$ cat src/rtl/ads1299_frame_reader.sv
// ads1299_frame_reader: waits for ADS1299 DRDY, clocks one RDATAC frame
// (status word + N_CH channel words) over SPI mode 1 and emits the selected
// channel sign-extended to Q_out bits with a one-cycle valid strobe.
module ads1299_frame_reader #(
  parameter int CLK_DIV = 4,
  parameter int N_CH    = 8,
  parameter int CH_SEL  = 0,
  parameter int Q_out   = 32
) (
  input  logic             clk,
  input  logic             reset_n,
  input  logic             enable,
  input  logic             drdy_n,
  input  logic             miso,
  output logic             sclk,
  output logic             cs_n,
  output logic [Q_out-1:0] x,
  output logic             x_valid,
  output logic [23:0]      status,
  output logic             overrun
);

  localparam int FB    = 24 * (N_CH + 1);
  localparam int DIV_W = (CLK_DIV > 1) ? $clog2(CLK_DIV) : 1;
  localparam int BIT_W = $clog2(FB);
  localparam int CH_LO = 24 * (CH_SEL + 1);
  localparam int CH_HI = CH_LO + 23;

  localparam logic [DIV_W-1:0] DIV_LAST = DIV_W'(CLK_DIV - 1);
  localparam logic [BIT_W-1:0] BIT_LAST = BIT_W'(FB - 1);
  localparam logic [BIT_W-1:0] STAT_END = BIT_W'(24);
  localparam logic [BIT_W-1:0] CH_LO_B  = BIT_W'(CH_LO);
  localparam logic [BIT_W-1:0] CH_HI_B  = BIT_W'(CH_HI);

  typedef enum logic [2:0] {IDLE, SETUP, SHIFT, HOLD, DONE} state_t;

  // 24-bit two's complement word widened to the output width
  function automatic logic [Q_out-1:0] sext24(input logic [23:0] v);
    logic signed [23:0] s;
    s = v;
    return Q_out'(s);
  endfunction

  logic drdy_s1_q, drdy_s2_q, drdy_dly_q;
  logic miso_s1_q, miso_s2_q;
  logic trig;

  state_t           state_q, state_d;
  logic [DIV_W-1:0] div_q, div_d;
  logic [BIT_W-1:0] bit_q, bit_d;
  logic             phase_q, phase_d;   // 1 = SCLK high phase
  logic             sclk_q, sclk_d;
  logic             cs_n_q, cs_n_d;
  logic             xv_q, xv_d;
  logic [Q_out-1:0] x_q, x_d;
  logic [23:0]      status_q, status_d;
  logic             ovr_q, ovr_d;
  logic [23:0]      st_sr_q, st_sr_d;
  logic [23:0]      ch_sr_q, ch_sr_d;
  logic             sample;

  // Two-flop synchronizers for DRDY and MISO, plus a DRDY delay tap for edge detect
  always_ff @(posedge clk or negedge reset_n) begin
    if (!reset_n) begin
      drdy_s1_q  <= 1'b1;
      drdy_s2_q  <= 1'b1;
      drdy_dly_q <= 1'b1;
      miso_s1_q  <= 1'b0;
      miso_s2_q  <= 1'b0;
    end else begin
      drdy_s1_q  <= drdy_n;
      drdy_s2_q  <= drdy_s1_q;
      drdy_dly_q <= drdy_s2_q;
      miso_s1_q  <= miso;
      miso_s2_q  <= miso_s1_q;
    end
  end

  assign trig = drdy_dly_q & ~drdy_s2_q;

  // Next-state, counters, word capture and registered output values
  always_comb begin
    state_d  = state_q;
    div_d    = div_q;
    bit_d    = bit_q;
    phase_d  = phase_q;
    xv_d     = 1'b0;
    x_d      = x_q;
    status_d = status_q;
    ovr_d    = ovr_q;
    st_sr_d  = st_sr_q;
    ch_sr_d  = ch_sr_q;
    sample   = 1'b0;

    case (state_q)
      IDLE: begin
        if (trig && enable) begin
          state_d = SETUP;
          div_d   = '0;
          bit_d   = '0;
          phase_d = 1'b0;
        end
      end
      SETUP: begin
        if (div_q == DIV_LAST) begin
          state_d = SHIFT;
          div_d   = '0;
          phase_d = 1'b1;
        end else begin
          div_d = div_q + 1'b1;
        end
      end
      SHIFT: begin
        if (div_q != DIV_LAST) begin
          div_d = div_q + 1'b1;
        end else begin
          div_d = '0;
          if (phase_q) begin
            // last cycle of the high phase: SCLK is about to fall
            sample  = 1'b1;
            phase_d = 1'b0;
          end else if (bit_q == BIT_LAST) begin
            state_d = HOLD;
          end else begin
            bit_d   = bit_q + 1'b1;
            phase_d = 1'b1;
          end
        end
      end
      HOLD: begin
        if (div_q == DIV_LAST) begin
          state_d = DONE;
        end else begin
          div_d = div_q + 1'b1;
        end
      end
      DONE: begin
        state_d = IDLE;
      end
      default: begin
        state_d = IDLE;
      end
    endcase

    // A DRDY edge during a frame is flagged and otherwise dropped
    if (trig && (state_q != IDLE)) begin
      ovr_d = 1'b1;
    end

    // Only the status word and the selected channel are kept
    if (sample) begin
      if (bit_q < STAT_END) begin
        st_sr_d = {st_sr_q[22:0], miso_s2_q};
      end
      if ((bit_q >= CH_LO_B) && (bit_q <= CH_HI_B)) begin
        ch_sr_d = {ch_sr_q[22:0], miso_s2_q};
      end
    end

    if (state_d == DONE) begin
      xv_d     = 1'b1;
      x_d      = sext24(ch_sr_q);
      status_d = st_sr_q;
    end

    sclk_d = (state_d == SHIFT) && phase_d;
    cs_n_d = !((state_d == SETUP) || (state_d == SHIFT) || (state_d == HOLD));
  end

  // Control state and output registers
  always_ff @(posedge clk or negedge reset_n) begin
    if (!reset_n) begin
      state_q  <= IDLE;
      div_q    <= '0;
      bit_q    <= '0;
      phase_q  <= 1'b0;
      sclk_q   <= 1'b0;
      cs_n_q   <= 1'b1;
      xv_q     <= 1'b0;
      x_q      <= '0;
      status_q <= '0;
      ovr_q    <= 1'b0;
    end else begin
      state_q  <= state_d;
      div_q    <= div_d;
      bit_q    <= bit_d;
      phase_q  <= phase_d;
      sclk_q   <= sclk_d;
      cs_n_q   <= cs_n_d;
      xv_q     <= xv_d;
      x_q      <= x_d;
      status_q <= status_d;
      ovr_q    <= ovr_d;
    end
  end

  // Capture shift registers; fully rewritten by every frame, so no reset
  always_ff @(posedge clk) begin
    st_sr_q <= st_sr_d;
    ch_sr_q <= ch_sr_d;
  end

  assign sclk    = sclk_q;
  assign cs_n    = cs_n_q;
  assign x       = x_q;
  assign x_valid = xv_q;
  assign status  = status_q;
  assign overrun = ovr_q;

endmodule

$ cat config.mk
export PLATFORM = sky130hd
export DESIGN_NAME = ads1299_frame_reader
export DESIGN_NICKNAME = d
export VERILOG_FILES = /design/src/rtl/ads1299_frame_reader.sv
export SDC_FILE = /design/constraint.sdc
export NUM_CORES = 1
export LEC_CHECK = 0
export ABC_CLOCK_PERIOD_IN_PS = 4900
export CAP_MARGIN = 5
export CORE_UTILIZATION = 45
export CTS_BUF_LIST = sky130_fd_sc_hd__clkbuf_16
export CTS_CLUSTER_SIZE = 14
export DETAILED_ROUTE_END_ITERATION = 16
export GPL_TIMING_DRIVEN = 0
export PLACE_DENSITY = 0.8
export SLEW_MARGIN = 20
export SYNTH_ARGS = -nofsm -noshare
export SYNTH_HDL_FRONTEND = slang
export SYNTH_SLANG_ARGS = --single-unit
$ cat constraint.sdc
create_clock -name clk -period 4.9 [get_ports clk]
set_clock_uncertainty 0.15 [all_clocks]
set_input_delay 1.47 -clock clk [delete_from_list [all_inputs] [get_ports clk]]
set_output_delay 1.47 -clock clk [all_outputs]
set_load 0.02 [all_outputs]
* Word-level counts from Yosys, hierarchy flattened *
Cells that the tools add are included.

cells by class
  add/subtract/negate cells = 2
  order comparisons = 3
  equal/unequal tests = 15
  mux-type cells = 27
  bitwise gates (word level) = 2
  reduce and logical (&&, ||, !) cells = 15

operators with widths
  cell                                                         count
  2-to-1 mux 8 bit                                             4
  2-to-1 mux 3 bit                                             6
  one-hot mux 8 bit (2 select lines)                           1
  == test 3 x 2 -> 1 bit (second input constant)               4
  != test 2 bit (second input constant)                        6
  one-hot mux 3 bit (4 select lines)                           1
  2-to-1 mux 1 bit                                             9
  adder 8 x 1 -> 8 bit (second input constant)                 1
  == test 8 bit (second input constant)                        1
  >= comparator 8 x 5 -> 1 bit (second input constant)         1
  <= comparator 8 x 6 -> 1 bit (second input constant)         1
  less-than comparator 8 x 5 -> 1 bit (second input constant)  1
  2-to-1 mux 2 bit                                             4
  one-hot mux 2 bit (4 select lines)                           1
  == test 3 x 1 -> 1 bit (second input constant)               2
  AND reduction 5 bit                                          1
  logical AND 1 bit                                            4
  AND reduction 2 bit                                          2
  nonzero test 4 bit                                           1
  == test 3 bit (second input constant)                        1
  zero test 3 bit                                              1
  one-hot mux 1 bit (3 select lines)                           1
  AND reduction 3 bit                                          1
  nonzero test 3 bit                                           1
  other kinds (7)                                              8

word-level totals
  register bits after elaboration = 119
  bits of input ports = 5
  output and inout bits = 60
  logic and storage cells = 81

* Logic depth before layout (Yosys ltp) *
Gate-level depths: netlist of run 1.

  word-level depth = 9
  mapped depth = 8
  depth with buffers taken out = 6

* Worst setup path before layout of run 1 *
No wires, ideal clock.

  path type = register to register
  from = register state_q[1]
  to = register st_sr_q[0] (enable)
  library setup time = 0.440 ns
  data arrival time = 2.745 ns
  data required time = 4.310 ns
  slack = 1.565 ns
  stages on the path, launching flop included = 5
  path buffers = 0
  period minus slack after synthesis = 3.335 ns
  path through = dfrtp_1 inv_1 nor3_1 nand4_1 nor3b_1

on the way
  longest elaborated chain between the ends = 3

RTL lines
  element                        RTL line  RTL
  start: declaration             48        state_t state_q, state_d;
  start signal: assignment       184       state_q <= state_d;
  == test 3 x 2 -> 1 bit         95        case (state_q)
  2-to-1 mux 1 bit               95
  AND reduction 2 bit (no line)  --
  end signal: assignment         199       st_sr_q <= st_sr_d;
  end: declaration               58        logic [23:0] st_sr_q, st_sr_d;

No other way between the ends.
A chain may end at the register's enable or synchronous reset.

* Worst setup path in the final report of run 1 *
  from = register x[23] (netlist name)
  to = output port x[29]

RTL lines
  element           RTL line  RTL
  end: declaration  17        output logic [Q_out-1:0] x,

No word-level cell between the ends.

==> results of run 1 <==
[final cells by class]
class / instances / area [um2]
Clock inverter: 15 / 203
Buffer: 17 / 108
Fill cell: 722 / 3440
Tap cell: 129 / 161
Sequential cell: 119 / 3220
Clock buffer: 17 / 425
Timing Repair Buffer: 67 / 688
Multi-Input combinational cell: 121 / 1010
Inverter: 6 / 22.5
[registers in the layout (all words and copies together) (netlist names), 2 cells and up]
name	count
ch_sr_q	24
st_sr_q	24
status	24
x	24
bit_q	8
state_q	3
div_q	2
[where the power goes]
group	switching, mW	internal [mW]
clock network	0.438	0.853
registers	0.000931	1.04
logic	0.0124	0.00540
total	0.451	1.89
[cells in the final DEF, fill, tap and decap left out, drive strengths merged]
cell	synthesis	layout
a21oi	4	4
a211oi	1	1
clkinvlp	0	3
nor3b	1	1
clkdlybuf4s50	0	63
clkinv	0	6
o211ai	3	3
nor2	9	9
dfrtp	67	67
bufinv	0	4
o221ai	1	1
clkbuf	3	20
mux2i	1	1
nor4	1	1
o21ai	2	2
or3	1	1
a41o	1	1
nor2b	2	2
dfstp	4	4
nand2b	3	3
nand3	6	6
nand2	12	12
mux2	49	49
ha	3	3
edfxtp	48	48
or4	7	7
xnor2	1	1
nor3	2	2
o21bai	1	1
buf	14	18
a22o	2	2
inv	6	8
o31ai	5	5
nand3b	1	1
nand4	2	2
[logic make-up (layout without fill, tap and decap cells)]
family	after synthesis	after routing	share of synthesized area (%)
flops	119	119	74.1
mux	50	50	12.9
simple gates	47	47	5.67
buf+inv	23	122	2.99
compound gates	20	20	3.25
fa+ha+maj	3	3	0.863
xor+xnor	1	1	0.201
[per-layer routing]
metal | routed length (um) | vias to the layer above | global-route usage, %
met5 | 0 | - | 0
met4 | 125 | 0 | 7.80
met3 | 312 | 17 | 4.60
met2 | 3760 | 72 | 26.8
met1 | 3450 | 1257 | 22.5
li1 | - | 1133 | -
[final timing paths]
path | from | end | slack (ps) | depth (start not counted)
setup / recovery | x[23]$_DFFE_PN0P_ | x[29] | 1650 | 2
hold / removal | drdy_s1_q$_DFF_PN1_ | drdy_s2_q$_DFF_PN1_ | 210 | 0
setup reg to reg | div_q[0]$_DFFE_PN0P_ | x[14]$_DFFE_PN0P_ | 2290 | 7
hold reg to reg | drdy_s1_q$_DFF_PN1_ | drdy_s2_q$_DFF_PN1_ | 210 | 0
max in group asynchronous | reset_n | drdy_dly_q$_DFF_PN1_ | 3210 | 2
min in group asynchronous | reset_n | sclk$_DFF_PN0_ | 810 | 1
[through the flow]
| step | area, um2 | util, % | power (mW) | hold WS [ps] | worst slack [ps] |
|---|---|---|---|---|---|
| final | 5840 | 62.9 | 2.34 | 206 | 1650 |
| after global routing | 5840 | 62.9 | 2.41 | 212 | 1540 |
| after CTS | 5840 | 62.9 | 2.37 | 207 | 1620 |
| after detailed placement | 5210 | 56.1 | 1.07 | 198 | 1400 |
| after global placement | 5150 | 55.5 | 1.07 | 193 | -311 |
| after floorplan | 4350 | - | 1.06 | 181 | 1570 |
==> metrics.txt, run 1 <==
status=completed; Pre-antenna DRT Iters=4; post-layout minimum cycle time=3250 ps; Critical Path Sink Type=output port; Data arrival, critical path=1630 ps; Die Y=100 um; sequential area share after synthesis=74.1%; DRT antenna net count=0; post_cts resized=0; Nets=357; Final period util=66.2%; RSZ-0062 raised after global routing=false; Synth Instances=263; routed length per instance=15.6 um; Core Region=9280 um2; clk slew on worst S/H paths=50 ps; final hold violation count=0; hpwl dp=5.05 mm; first-pass GRT wire length=13.0 mm; Post-CTS Hold Fix Bufs=0; CTS Buffer Depth=2; vias per cell=5.05; Leak=2.42 nW; PD cells=401 nW/um2; # rows=35; Yosys warning count=0; Max-slew headroom=51.0%; Distinct cells, synth=35; vias in the first global route=2,616; CP top delay family=buffers and inverters; crit-path max cell delay=590 ps; worst path required time=3280 ps; Chip Width=100 um; synthesized area=4350 um2; Worst Hold Class=reg2reg; VDD IR-drop max=0.218 mV; Slew Limit Fails=0; starting density of the core=46.8%; Yosys reg bits=119; fmax=308 MHz; Iter 0 DRT Violations=72; insertion delay to the later sink of the worst-skew pair=400 ps; Slew @ Worst Pin=732 ps; Vias=2,479; Total GRT Usage=17.1%; # IOs=65; post-route insts no fill=491; CP Cell Sequence=buf_4 > clkdlybuf4s50_1; Port Buffers=64; top post-synthesis cells by count=dfrtp_1 (67), mux2_2 (49), edfxtp_1 (48); area leader, netlist=dfrtp_1; Root Buffer=clkbuf_16; Max Cap Viol=0; share of cells above drive strength 1=28.2%; Area growth syn-to-layout=34.3%; CTS sink cnt=119; grt ovf=0; syn avg cell area=16.5 um2; dpl cells=459; largest net degree at the start of global routing=52; drt drc=0; Synth top area share=38.6%; count leader, synth=dfrtp_1; Die ar.=10,100 um2; Diodes inserted=0; Buf+Inv Stages, Crit Path=2; Mapped Nets=271; initial antenna violation count=0; critical path class=reg2out; CTS tree=done; setup total negative slack=0 ps; slowest CP cell=clkdlybuf4s50_1; Synth Flop Type=dfrtp_1; H-tree depth=4; number of synthesized flops with an enable pin=48; Total Routed Length=7.65 mm; post-CTS setup buffers=0; asr flop ratio synth=59.7%; Max FO, Critical Path=10; dominant cells by area after synthesis=dfrtp_1 (39%), edfxtp_1 (33%), mux2_2 (13%); final setup vio count=0; total CTS buffers=17; type of origin of the critical path=flop; RePlAce Congestion=0.859
Note: power is estimated with default switching activity, not from simulation.
==> inputs of run 2 (changes only) <==
--- a/config.mk
+++ b/config.mk
@@ -5,7 +5,7 @@
 export SDC_FILE = /design/constraint.sdc
 export NUM_CORES = 1
 export LEC_CHECK = 0
-export ABC_CLOCK_PERIOD_IN_PS = 4900
+export ABC_CLOCK_PERIOD_IN_PS = 3200
 export CAP_MARGIN = 5
 export CORE_UTILIZATION = 45
 export CTS_BUF_LIST = sky130_fd_sc_hd__clkbuf_16
==> constraint.sdc (replaced) <==
create_clock -name clk -period 3.2 [get_ports clk]
set_clock_uncertainty 0.15 [all_clocks]
set_input_delay 0.96 -clock clk [delete_from_list [all_inputs] [get_ports clk]]
set_output_delay 0.96 -clock clk [all_outputs]
set_load 0.02 [all_outputs]
==> run 2 against run 1 <==
  * Clock power is 40% higher
  * Largest cell class unchanged
  * Cell count is 0.20% lower
  * Hold slack worse by 7.0 ps
  * Register-to-register slack worse by 1700 ps
  * Core utilization is 0.66 points lower
  * Die area stayed put
  * Non-clock buffer count is 1 lower
  * Sequential share of layout area is 0.59 points higher
  * Sequential cell count stayed put
==> metrics.txt, run 2 (synthesis results as in run 1) <==
Diodes inserted=0 (unchanged); Root Buffer=clkbuf_16; Reg-to-Reg Start=div_q[0]$_DFFE_PN0P_; drt drc=0 (unchanged); commonest non-fill, non-tap cell in the layout=dfrtp_1; Max Cap Viol=0 (unchanged); critical path class=reg2out; RePlAce Congestion=0.872 (+1.5%); RSZ-0062 raised after global routing=false; slowest CP cell=clkdlybuf4s50_1; first-pass GRT wire length=12.4 mm (-4.6%); share of cells above drive strength 1=26.6% (-1.6 points); Layout fillers=700 (-3.0%); VDD IR-drop max=0.424 mV (+95%); type of origin of the critical path=flop; setup total negative slack=0 ps (unchanged); FF-to-FF End=x[22]$_DFFE_PN0P_; Worst Hold Class=reg2reg; final hold violation count=0 (unchanged); starting density of the core=46.8% (unchanged); H-tree depth=4 (unchanged); grt ovf=0 (unchanged); clk slew on worst S/H paths=50 ps (about the same); vias per cell=5.00 (-1.0%); most frequent cells in the layout=dfrtp_1 (67), clkdlybuf4s50_1 (63), mux2_2 (49); # rows=35 (unchanged); worst path required time=2090 ps (-1190 ps); post-CTS setup buffers=0 (unchanged); Max-slew headroom=53.8% (+2.8 points); vias in the first global route=2,458 (-6.0%); Data arrival, critical path=1610 ps (-20 ps); crit-path max cell delay=590 ps (about the same); Pre-antenna DRT Iters=4 (unchanged); largest net degree at the start of global routing=49 (-5.8%); CP Cell Sequence=buf_4 > clkdlybuf4s50_1; fmax=367 MHz; Chip Width=100 um (unchanged); post-layout minimum cycle time=2720 ps; Iter 0 DRT Violations=80 (+11%); post-route insts no fill=490 (-0.20%); Leak=2.41 nW (-0.46%); Area growth syn-to-layout=32.9%; smallest setup slack after layout=478 ps (-1180 ps); Slew Limit Fails=0 (unchanged); PD cells=593 nW/um2 (+48%); total CTS buffers=17 (unchanged); Core Region=9280 um2 (unchanged); Setup crit start=x[23]$_DFFE_PN0P_; dpl cells=458 (-0.22%); final setup vio count=0 (unchanged); status=completed; Critical Path Sink Type=output port; Max FO, Critical Path=10 (unchanged); DRT antenna net count=0 (unchanged); CP Capture Point=x[30]; Total Routed Length=7.50 mm (-2.0%); routed length per instance=15.3 um (-1.8%); CTS sink cnt=119 (unchanged); # IOs=65 (unchanged); reg2reg setup slack=630 ps (-1660 ps); final core utilization=62.2% (-0.66 points); insertion delay to the later sink of the worst-skew pair=390 ps (about the same); Nets=356 (-0.28%); R2R depth=7 (unchanged); Die ar.=10,100 um2 (unchanged); Total GRT Usage=16.5% (-0.57 points); post_cts resized=0 (unchanged); Die Y=100 um (unchanged); DP Worst Slack=234 ps (-1170 ps); CTS Buffer Depth=2 (unchanged); Slew @ Worst Pin=692 ps (-40.0 ps); CTS tree=done; Vias=2,449 (-1.2%); Final period util=85.1%; Worst Hold Launch=miso_s1_q$_DFF_PN0_; hpwl dp=4.90 mm (-2.9%); Post-CTS Hold Fix Bufs=0 (unchanged); initial antenna violation count=0 (unchanged); Port Buffers=64 (unchanged)
[run 2: changes by cell type in the layout (fill, tap and decap cells not counted), moves of 2 or more]
cell / previous run / this run
inv_6: 2 / 0
inv_1: 6 / 10
clkinv_2: 0 / 3
clkinv_4: 4 / 0
[run 2: per-layer routing]
| layer | routed length [um] | track usage, % | vias to the layer above |
|---|---|---|---|
| met4 | 102 | 8.58 | 0 |
| met5 | 0 | 0 | - |
| li1 | - | - | 1132 |
| met2 | 3560 | 24.1 | 68 |
| met1 | 3480 | 22.4 | 1238 |
| met3 | 356 | 5.15 | 11 |
[run 2: metrics by stage]
step                total power, mW  cell area (um2)  hold WS, ps
floorplan                      1.62             4350          181
CTS                            3.46             5780          202
finish                         3.43             5780          199
global placement               1.64             5160          194
detailed placement             1.64             5210          190
global route                   3.53             5780          203
[run 2: power breakdown]
part / leakage [nW] / switching [mW] / total [mW] / internal [mW]
sequential: 1.38 / 0.00133 / 1.59 / 1.59
combinational: 0.735 / 0.0193 / 0.0275 / 0.00824
clock: 0.290 / 0.615 / 1.81 / 1.20
[run 2: layout make-up]
cell class | count | area, um2 | area share [%]
sequential | 119 | 3220 | 55.8
multi-input combinational | 121 | 1010 | 17.6
timing repair buffer | 66 | 677 | 11.7
clock buffer | 17 | 425 | 7.36
tap | 129 | 161 | 2.79
clock inverter | 15 | 146 | 2.53
buffer | 17 | 108 | 1.86
inverter | 6 | 22.5 | 0.390
[run 2: critical path, delay by kind of cell (launching register included)]
kind	cells	cell delay (ps)
buf+inv	2	740
flops	1	480
[run 2: worst min-delay path by stage]
stage / to / depth (start not counted)
after floorplan: miso_s2_q$_DFF_PN0_ / 0
after global placement: miso_s2_q$_DFF_PN0_ / 0
after detailed placement: miso_s2_q$_DFF_PN0_ / 0
after CTS: miso_s2_q$_DFF_PN0_ / 0
after global routing: miso_s2_q$_DFF_PN0_ / 0
final: miso_s2_q$_DFF_PN0_ / 0
==> inputs of run 3 (changes only) <==
--- a/config.mk
+++ b/config.mk
@@ -9,9 +9,7 @@
 export CAP_MARGIN = 5
 export CORE_UTILIZATION = 45
 export CTS_BUF_LIST = sky130_fd_sc_hd__clkbuf_16
-export CTS_CLUSTER_SIZE = 14
 export DETAILED_ROUTE_END_ITERATION = 16
-export GPL_TIMING_DRIVEN = 0
 export PLACE_DENSITY = 0.8
 export SLEW_MARGIN = 20
 export SYNTH_ARGS = -nofsm -noshare
==> run 3 against run 2 <==
  * Hold slack improved by 12 ps
  * First-iteration DRC count rose by 6.3%
  * Cell count fell by 3.3%
  * Setup slack improved by 63 ps
  * Register-to-register slack got worse by 90 ps
  * Sequential cell count did not move
  * Critical path depth rose by 4
  * Sequential share of layout area rose by 1.3 points
  * Largest cell class unchanged
  * Largest power group unchanged
==> metrics.txt, run 3 (synthesis results as in run 1) <==
hpwl dp=4.34 mm (-11%); Worst Hold Class=reg2reg; vias per cell=4.97 (-0.51%); Post-Layout Inst Area=5650 um2 (-2.2%); Post-CTS Hold Fix Bufs=0 (unchanged); Total GRT Usage=15.9% (-0.62 points); post-route insts no fill=474 (-3.3%); dpl cells=442 (-3.5%); Die Y=100 um (unchanged); Pre-antenna DRT Iters=4 (unchanged); most frequent cells in the layout=dfrtp_1 (67), clkdlybuf4s50_1 (63), mux2_2 (49); first-pass GRT wire length=12.0 mm (-3.2%); CTS tree=done; Slew @ Worst Pin=883 ps (+192 ps); PD cells=599 nW/um2 (+1.0%); insertion delay to the later sink of the worst-skew pair=390 ps (about the same); Final period util=83.1% (-2.0 points); placed cell areas=5080 um2 (-2.3%); Chip Width=100 um (unchanged); post_cts resized=0 (unchanged); type of origin of the critical path=flop; vias in the first global route=2,394 (-2.6%); post-layout minimum cycle time=2660 ps (-63.0 ps); Data arrival, critical path=2830 ps (+1220 ps); drt drc=0 (unchanged); power share of the combinational group=0.7% (about the same); final core utilization=60.8% (-1.4 points); hold_ws=211 ps (+12.5 ps); Iter 0 DRT Violations=85 (+6.3%); Nets=340 (-4.5%); VDD IR-drop max=0.419 mV (-1.3%); starting density of the core=46.8% (unchanged); grt ovf=0 (unchanged); # rows=35 (unchanged); total power=3.38 mW (-1.2%); setup total negative slack=0 ps (unchanged); final hold violation count=0 (unchanged); Sw Pwr=662 uW (+4.2%); Critical Path Sink Type=flop; Max-slew headroom=41.1% (-13 points); smallest setup slack after layout=541 ps (+63.0 ps); largest net degree at the start of global routing=72 (+47%); H-tree depth=4 (unchanged); status=completed; CTS Buffer Depth=2 (unchanged); share of cells above drive strength 1=26.1% (-0.51 points); CTS sink cnt=119 (unchanged); Total Routed Length=7.17 mm (-4.4%); Root Buffer=clkbuf_16; Slew Limit Fails=0 (unchanged); Port Buffers=64 (unchanged); final setup vio count=0 (unchanged); Vias=2,357 (-3.8%); RSZ-0062 raised after global routing=false; RePlAce Congestion=0.864 (-0.96%); Max Cap Viol=0 (unchanged); Sequential Power Share=46.9% (+0.6 points); Area growth syn-to-layout=29.9%; Max FO, Critical Path=15 (+5); Clk pwr share=52.5% (-0.4 points); Core Region=9280 um2 (unchanged); post-CTS setup buffers=0 (unchanged); critical path class=reg2reg; clk slew on worst S/H paths=50 ps (about the same); Die ar.=10,100 um2 (unchanged); routed length per instance=15.1 um (-1.2%); DRT antenna net count=0 (unchanged); # IOs=65 (unchanged); fmax=376 MHz (+2.4%); total CTS buffers=17 (unchanged); Diodes inserted=0 (unchanged); initial antenna violation count=0 (unchanged); sw frac=19.6% (+1.0 points); Leak=2.32 nW (-3.7%); worst path required time=3370 ps (+1280 ps); DP Worst Slack=144 ps (-90.0 ps); Internal=2.72 mW (-2.5%); commonest non-fill, non-tap cell in the layout=dfrtp_1
## run 3: cell types whose count changed in the layout (fill, tap and decap cells not counted), sizes merged
| cell | before | now |
|---|---|---|
| clkinvlp | 2 | 4 |
| clkbuf | 20 | 17 |
| buf | 17 | 4 |
| bufinv | 3 | 2 |
| inv | 10 | 9 |
## run 3: cell type report
| type | count | area [um2] |
|---|---|---|
| clock buffers | 17 | 425 |
| clock inverters | 15 | 139 |
| fillers | 714 | 3630 |
| inverters | 6 | 22.5 |
| multi-input cells | 121 | 1020 |
| flip-flops and latches | 119 | 3220 |
| well taps | 129 | 161 |
| repair buffers | 67 | 661 |
## run 3: power by group through the flow
stage	registers [mW]	logic, mW	clock network (mW)
2_1_floorplan	1.61	0.00115	0
3_3_place_gp	1.61	0.0243	0
3_5_place_dp	1.61	0.0245	0
4_1_cts	1.59	0.0244	1.82
5_1_grt	1.59	0.0274	1.90
6_report	1.59	0.0223	1.78
## run 3: final timing paths
kind,from,to,slack (ps),depth (start not counted)
max,div_q[0]$_DFFE_PN0P_,bit_q[7]$_DFFE_PN0P_,540,6
min,drdy_s1_q$_DFF_PN1_,drdy_s2_q$_DFF_PN1_,210,0
max reg2reg,div_q[0]$_DFFE_PN0P_,bit_q[7]$_DFFE_PN0P_,540,6
min reg2reg,drdy_s1_q$_DFF_PN1_,drdy_s2_q$_DFF_PN1_,210,0
max in group asynchronous,reset_n,status[20]$_DFFE_PN0P_,1780,1
min in group asynchronous,reset_n,overrun$_DFFE_PN0P_,540,1
## run 3: critical path: stages (launching register included)
cell	delay (ps)
dfrtp_1	380
ha_1	340
nand2_1	180
or4_4	470
a22o_1	370
or4_1	550
a21oi_1	150
## run 3: routing by layer
layer	vias up	GRT usage (%)	wire [um]
met5	-	0	0
li1	1101	-	-
met1	1181	21.2	3310
met3	9	5.36	338
met4	0	6.69	82
met2	66	24.0	3430
